$ cat src/rtl/seg7_scan_display.sv
// seg7_scan_display: binary load -> sequential shift-add-3 BCD -> multiplexed N-digit 7-segment scan.
// Optional leading-zero blanking is enabled by defining SEG7_LZB_EN.
module seg7_scan_display #(
   parameter int DIGITS     = 4,
   parameter int DATA_W     = 14,
   parameter int CLK_HZ     = 50000000,
   parameter int SCAN_HZ    = 1000,
   parameter bit ACTIVE_LOW = 1'b1
) (
   input  logic              FPGA_CLK,
   input  logic              RESET_BUT,
   input  logic [DATA_W-1:0] data,
   input  logic              load,
   input  logic [DIGITS-1:0] dot_pos,
   output logic              busy,
   output logic              overflow,
   output logic [6:0]        segment,
   output logic              dot,
   output logic [DIGITS-1:0] seg_enable
);
   localparam int P     = CLK_HZ / SCAN_HZ;
   localparam int PRE_W = $clog2(P);
   localparam int IDX_W = (DIGITS > 1) ? $clog2(DIGITS) : 1;
   localparam int CNT_W = $clog2(DATA_W + 1);
   localparam int BCD_W = 4 * DIGITS;

   function automatic logic [63:0] max_display(input int n);
      logic [63:0] v;
      v = 64'd1;
      for (int i = 0; i < n; i++) begin
         v = v * 64'd10;
      end
      return v - 64'd1;
   endfunction

   localparam logic [63:0] MAX_VAL = max_display(DIGITS);

   function automatic logic [6:0] seg7_decode(input logic [3:0] n);
      logic [6:0] s;
      case (n)
         4'd0:    s = 7'h3F;
         4'd1:    s = 7'h06;
         4'd2:    s = 7'h5B;
         4'd3:    s = 7'h4F;
         4'd4:    s = 7'h66;
         4'd5:    s = 7'h6D;
         4'd6:    s = 7'h7D;
         4'd7:    s = 7'h07;
         4'd8:    s = 7'h7F;
         4'd9:    s = 7'h6F;
         default: s = 7'h00;
      endcase
      return s;
   endfunction

   // ---------------- binary to BCD converter ----------------
   typedef enum logic [1:0] {IDLE, SHIFT, COMMIT} state_t;

   state_t            state_reg, state_next;
   logic [DATA_W-1:0] shift_reg, shift_next;
   logic [BCD_W-1:0]  bcd_reg, bcd_next, bcd_adj;
   logic [CNT_W-1:0]  cnt_reg, cnt_next;
   logic              ovf_pending_reg, ovf_pending_next;
   logic [BCD_W-1:0]  disp_reg, disp_next;
   logic              overflow_reg, overflow_next;

   genvar gi;
   generate
      for (gi = 0; gi < DIGITS; gi++) begin : g_adj
         assign bcd_adj[4*gi +: 4] = (bcd_reg[4*gi +: 4] >= 4'd5) ? bcd_reg[4*gi +: 4] + 4'd3
                                                                  : bcd_reg[4*gi +: 4];
      end
   endgenerate

   always_ff @(posedge FPGA_CLK or posedge RESET_BUT) begin
      if (RESET_BUT) begin
         state_reg       <= IDLE;
         shift_reg       <= '0;
         bcd_reg         <= '0;
         cnt_reg         <= '0;
         ovf_pending_reg <= 1'b0;
         disp_reg        <= '0;
         overflow_reg    <= 1'b0;
      end else begin
         state_reg       <= state_next;
         shift_reg       <= shift_next;
         bcd_reg         <= bcd_next;
         cnt_reg         <= cnt_next;
         ovf_pending_reg <= ovf_pending_next;
         disp_reg        <= disp_next;
         overflow_reg    <= overflow_next;
      end
   end

   always_comb begin
      state_next       = state_reg;
      shift_next       = shift_reg;
      bcd_next         = bcd_reg;
      cnt_next         = cnt_reg;
      ovf_pending_next = ovf_pending_reg;
      disp_next        = disp_reg;
      overflow_next    = overflow_reg;
      case (state_reg)
         IDLE: begin
            if (load) begin
               shift_next       = data;
               bcd_next         = '0;
               cnt_next         = '0;
               ovf_pending_next = (64'(data) > MAX_VAL);
               state_next       = SHIFT;
            end
         end
         SHIFT: begin
            bcd_next   = {bcd_adj[BCD_W-2:0], shift_reg[DATA_W-1]};
            shift_next = shift_reg << 1;
            cnt_next   = cnt_reg + CNT_W'(1);
            if (cnt_reg == CNT_W'(DATA_W - 1)) begin
               state_next = COMMIT;
            end
         end
         COMMIT: begin
            // display registers change only here, so no partial result is ever scanned
            disp_next     = bcd_reg;
            overflow_next = ovf_pending_reg;
            state_next    = IDLE;
         end
         default: state_next = IDLE;
      endcase
   end

   assign busy     = (state_reg != IDLE);
   assign overflow = overflow_reg;

   // ---------------- digit scanner ----------------
   logic [PRE_W-1:0] pre_reg;
   logic [IDX_W-1:0] idx_reg;
   logic             slot_end;

   assign slot_end = (pre_reg == PRE_W'(P - 1));

   always_ff @(posedge FPGA_CLK or posedge RESET_BUT) begin
      if (RESET_BUT) begin
         pre_reg <= '0;
         idx_reg <= '0;
      end else begin
         pre_reg <= slot_end ? '0 : pre_reg + PRE_W'(1);
         if (slot_end) begin
            idx_reg <= (idx_reg == IDX_W'(DIGITS - 1)) ? '0 : idx_reg + IDX_W'(1);
         end
      end
   end

   logic [3:0] nib [DIGITS];
   generate
      for (gi = 0; gi < DIGITS; gi++) begin : g_nib
         assign nib[gi] = disp_reg[4*gi +: 4];
      end
   endgenerate

   logic blank_digit;
`ifdef SEG7_LZB_EN
   logic [DIGITS-1:0] lead_blank;
   logic              zero_run;

   // a digit is blanked when it and every digit above it are zero; digit 0 never blanks
   always_comb begin
      lead_blank = '0;
      zero_run   = 1'b1;
      for (int i = DIGITS - 1; i > 0; i--) begin
         zero_run      = zero_run && (nib[i] == 4'd0);
         lead_blank[i] = zero_run;
      end
   end

   assign blank_digit = lead_blank[idx_reg];
`else
   assign blank_digit = 1'b0;
`endif

   logic [6:0]        seg_pat;
   logic [DIGITS-1:0] en_pat;
   logic              dot_pat;

   always_comb begin
      seg_pat = 7'h00;
      en_pat  = '0;
      dot_pat = 1'b0;
      if (!slot_end) begin
         en_pat[idx_reg] = 1'b1;
         dot_pat         = dot_pos[idx_reg];
         if (overflow_reg) begin
            seg_pat = 7'b1000000;
         end else if (!blank_digit) begin
            seg_pat = seg7_decode(nib[idx_reg]);
         end
      end
   end

   logic [6:0]        segment_reg;
   logic              dot_reg;
   logic [DIGITS-1:0] seg_enable_reg;

   always_ff @(posedge FPGA_CLK or posedge RESET_BUT) begin
      if (RESET_BUT) begin
         segment_reg    <= {7{ACTIVE_LOW}};
         dot_reg        <= ACTIVE_LOW;
         seg_enable_reg <= {DIGITS{ACTIVE_LOW}};
      end else begin
         segment_reg    <= seg_pat ^ {7{ACTIVE_LOW}};
         dot_reg        <= dot_pat ^ ACTIVE_LOW;
         seg_enable_reg <= en_pat ^ {DIGITS{ACTIVE_LOW}};
      end
   end

   assign segment    = segment_reg;
   assign dot        = dot_reg;
   assign seg_enable = seg_enable_reg;

endmodule

$ cat config.mk
export PLATFORM = sky130hd
export DESIGN_NAME = seg7_scan_display
export DESIGN_NICKNAME = d
export VERILOG_FILES = /design/src/rtl/seg7_scan_display.sv
export SDC_FILE = /design/constraint.sdc
export NUM_CORES = 1
export LEC_CHECK = 0
export BUFFER_PORTS_ARGS = -buffer_cell sky130_fd_sc_hd__buf_2
export CORE_MARGIN = 5
export CORE_UTILIZATION = 32
export CTS_CLUSTER_DIAMETER = 200
export CTS_CLUSTER_SIZE = 28
export DETAILED_ROUTE_END_ITERATION = 16
export PLACE_DENSITY = 0.54
export SLEW_MARGIN = 20
export SYNTH_ARGS = -nofsm -noshare
export SYNTH_HDL_FRONTEND = slang
export SYNTH_SLANG_ARGS = --single-unit
$ cat constraint.sdc
create_clock -name FPGA_CLK -period 2.25 [get_ports FPGA_CLK]
set_input_delay 0.1125 -clock FPGA_CLK [delete_from_list [all_inputs] [get_ports FPGA_CLK]]
set_output_delay 0.1125 -clock FPGA_CLK [all_outputs]
set_load 0.005 [all_outputs]
## Word-level counts from Yosys, hierarchy flattened

Memories as Yosys holds them, arrays and structs flattened.
Index checks and enable logic that the tools add are counted.

| cells by class | value |
|---|---|
| $add $sub $neg | 7 |
| order comparisons | 8 |
| equal/unequal tests | 7 |
| muxes and demuxes | 26 |
| bitwise operators | 4 |
| reductions and logical operators | 7 |

Operator list:

| cell | number |
|---|---|
| 16-bit two-way mux | 2 |
| 16-bit case mux with 2 select lines | 1 |
| 4-bit two-way mux | 7 |
| 14-bit case mux with 2 select lines | 1 |
| 16-bit by 1-bit adder with 16-bit output (second input constant) | 1 |
| 16-bit equality test (second input constant) | 1 |
| 4-bit by 3-bit greater-or-equal comparator with 1-bit output (second input constant) | 4 |
| 14-bit greater-than comparator (second input constant) | 1 |
| 14-bit two-way mux | 1 |
| 7-bit two-way mux | 2 |
| 4-bit by 2-bit adder with 4-bit output (second input constant) | 3 |
| 4-bit binary-select mux with 2-bit select | 1 |
| 4-bit case mux with 2 select lines | 1 |
| 7-bit inverter | 1 |
| 2-bit two-way mux | 3 |
| 2-bit AND reduction | 3 |
| 4-bit by 1-bit adder with 4-bit output (second input constant) | 1 |
| 2-bit equality test (second input constant) | 2 |
| 4-bit equality test (second input constant) | 1 |
| 2-bit inequality test (second input constant) | 2 |
| 4-bit inverter | 1 |
| 2-bit case mux with 2 select lines | 1 |
| 2-bit nonzero test | 2 |
| 3-bit by 2-bit adder with 3-bit output (second input constant) | 1 |
| 13 further kinds | 15 |

| word-level totals | value |
|---|---|
| register bits after elaboration | 84 |
| ROM bits | 112 |
| bits of input ports | 21 |
| memories kept | 1 |

Memories:

| memory | words | bits a word | read ports | clocked after Yosys merged registers in | write ports | line | source |
|---|---|---|---|---|---|---|---|
| (no name shown) | 16 | 7 | 1 | 0 | 0 | 40 | `case (n)` |

## Longest topological paths before layout

An unclocked memory read counts as a cell.

| depth | value |
|---|---|
| word-level depth | 8 |
| mapped depth | 8 |
| gate-level depth less buffers | 7 |

## Worst setup path before layout

OpenSTA, ideal clock, no wires.

| path | value |
|---|---|
| path kind | register to register |
| from | reg idx_reg[0] |
| to | reg segment_reg[4], in the netlist segment[4] |
| setup time | 0.082 ns |
| arrival time | 1.844 ns |
| required time | 2.168 ns |
| slack | 0.324 ns |
| cell stages (with the launch flop) | 9 |
| path buffers | 1 |
| cells stage by stage | dfrtp_1 > buf_2 > mux4_1 > inv_1 > ha_1 > inv_1 > a21oi_2 > o21ai_1 > a211o_1 |

| on the way | value |
|---|---|
| word-level cells in the longest chain between the ends | 8 |

RTL lines:

| element | line | source |
|---|---|---|
| start: declaration | 136 | `logic [IDX_W-1:0] idx_reg;` |
| start signal: assignment | 148 | `idx_reg <= (idx_reg == IDX_W'(DIGITS - 1)) ? '0 : idx_reg + IDX_W'(1);` |
| 2-bit inverter with 3-bit output (implied by the code) | 194 | `seg_pat = seg7_decode(nib[idx_reg]);` |
| 4-bit binary-select mux with 2-bit select | 194 |  |
| 4-bit two-way mux (implied by the code) (2 in series) | 194 |  |
| memory read 16 x 7 bit | - |  |
| 7-bit two-way mux | 191 | `if (overflow_reg) begin` |
| 7-bit two-way mux | 188 | `if (!slot_end) begin` |
| 7-bit inverter (no source line) | - |  |
| end signal: assignment | 205 | `segment_reg <= {7{ACTIVE_LOW}};` |
| end signal: assignment | 209 | `segment_reg <= seg_pat ^ {7{ACTIVE_LOW}};` |
| end: declaration | 199 | `logic [6:0] segment_reg;` |

Every way passes these cells. The select of a mux whose other input is x is not followed.
A chain may end at the register's enable or synchronous reset.

## Worst setup path in the final report

Ends and elaborated chain as after synthesis.

==> impl_results.md <==
- Max Freq: 538 MHz
- Slew headroom: 0.489
- Leakage power: 2.12 nW
- Post-synth top area share: 0.448
- Most frequent cells after synthesis: dfrtp_1, nor2_1, o21ai_0, nand3_1, nand2_1
- DIE HEIGHT: 122 um
- # clock sinks: 84
- Final setup viols: 0
- Setup slack after layout: about 0.39 ns
- Crit Path Class: reg2reg
- Sequential share of the synthesized area: 0.526
- Synth cell types: between 40 and 50
- Synth async-reset ratio: 1.00
- Initial antenna violation count: 0
- HPWL after DPL: ~5400 um
- CP startpoint: idx_reg[0]
- TritonCTS clock tree: done
- Area contributors post-synth: dfrtp_1, dfstp_2, ha_1
- Syn Inst Count: 377
- Reg clk slew, reported paths: approximately 0.070 ns
- RSZ-0062 raised after global routing: no
- Vias in the first global route: 2,886
- Total Wirelength: 7930 um
- Finished Layout Cells: 591
- Drt pass-1 iters: 4
- Final Max Tran Viols: 0
- Synth area leader: dfrtp_1
- Via count: 2,805
- Power Density: 1180 nW/um^2
- Design Power: about 5.5 mW
- Critical R2R Launch: idx_reg[0]
- First-pass GRT wire length: 14,000 um
- Minimum hold slack: a little under 0.01 ns
- Setup TNS: 0 ns
- #FFs+latches synth: 84
- Post-route antenna net violation count: 0
- # nets final: 455
- CTS Buf Count: 9
- Post-CTS setup buffers: 0
- CP required: 2.52 ns
- Initial DRC count: 141
- Share of cells above drive strength 1: 0.217
- VDD IR max: approximately 430 uV
- CP Launch Type: flip-flop
- Area Growth Syn to Fin: 17.0%
- Row cnt: 41
- Max Buffers Root-to-Sink: 2
- Fin area: roughly 4700 um^2
- Root buf cell: clkbuf_16
- Mean Syn Cell Area: 10.7 um^2
- Initial Utilization: 0.323
- DR vias/cell: 4.75
- Post-DP Area: between 4000 and 5000 um^2
- Post-cts gate resize count: 0
- GR Overflow Total: 0
- Layout Skew: about 0.011 ns
- Status: finished clean
- Ant. Diodes: 0
- Critical Path End Type: flip-flop
- Largest net degree at the start of global routing: 67
- PortBufs: 34
- Skew-Pair Late Insertion Delay: 0.34 ns
- Synth Flop Type: dfrtp_1
- CORE AREA: 12,500 um^2
- Tcrit/Tclk final: 0.826
- Worst-Margin Slew: 0.767 ns
- H-tree levels: 3
- I/O pin total: 35
- Residual DRC count: 0
- GPL Wtd Cong: just over 0.7
- Number of flops mapped to enable cells by yosys: 0
- Critical path peak fanout: 4
- Pre-CTS WS: 0.387 ns
- Die area: 14,900 um^2
- Dpl cells: 574
- Net Count, Synth: 418
- Min-delay worst type: in2reg
- Synth Cell Area: 4020 um^2
- Most frequent cell after synthesis: dfrtp_1
- Final min period: 1.86 ns
- Total track usage: 0.119
- Die Width: between 100 and 150 um
- Arrival @ worst endpoint: roughly 2.1 ns
- Post-layout util: 0.378
- Cts hold-fix bufs: 1
- Max-Cap Viols: 0
- Wire length per cell: 13.4 um
- Final Hold Vio Count: 0
- HP Start: data[0]
- Yosys Warn Count: 0
## critical path: stages (launching register included)
cell     delay [ns]
dfrtp_1        0.38
mux4_1         0.63
inv_1          0.15
ha_1           0.16
inv_1          0.05
a21oi_2        0.10
o21ai_1        0.07
a211o_1        0.25
## power by group
group | leakage, nW | switching [mW] | internal (mW)
clock | 0.142 | 0.593 | 0.859
sequential | 1.03 | 0.303 | 2.00
combinational | 0.949 | 0.971 | 0.811
total | 2.12 | 1.87 | 3.67
## cells in the final DEF (no fill, tap or decap), drive strengths merged, types with 4 or more instances in the layout
cell type,netlist,layout
a21oi,10,10
a32o,4,4
buf,9,43
clkbuf,9,10
clkinv,0,4
dfrtp,72,72
dfstp,12,12
ha,20,20
inv,19,18
mux2,13,13
mux4,5,5
nand2,22,22
nand2b,6,6
nand3,24,24
nand4,5,5
nor2,41,41
o21ai,39,39
o22ai,12,12
o31ai,8,8
xnor2,7,7
xor2,9,9
## final timing paths
path | endpoint | slack (ns) | depth (start not counted)
worst max-delay path | segment[4] | 0.39 | 7
worst min-delay path | shift_reg[0] | 0.01 | 3
worst max register to register | segment[4] | 0.39 | 7
worst min register to register | pre_reg[0] | 0.45 | 1
max in group asynchronous | segment[0] | 1.19 | 4
min in group asynchronous | shift_reg[1] | 0.33 | 3
## area by class of cell
type	count	area [um^2]
Timing Repair Buffer	44	260
Fill cell	1221	7760
Sequential cell	84	2120
Inverter	19	75.1
Tap cell	172	215
Clock inverter	6	65.1
Multi-Input combinational cell	256	1750
Clock buffer	10	229
## layer usage
metal | track usage | up-vias | part of all wire
met1 | 0.158 | 1345 | 0.49
met3 | 0.0344 | 11 | 0.047
li1 | - | 1403 | -
met5 | 0 | - | 0
met2 | 0.181 | 46 | 0.45
met4 | 0.0525 | 0 | 0.016
## kinds of logic after synthesis
group	Yosys count	share of synthesized area
buffers and inverters	37	0.0395
AOI/OAI and AO/OA	77	0.115
and+or+nand+nor	124	0.153
muxes	19	0.0697
adders and majority gates	20	0.0622
xor gates and xnor gates	16	0.0348
DFF	84	0.526
No activity file was read; power rests on OpenSTA's default activity.
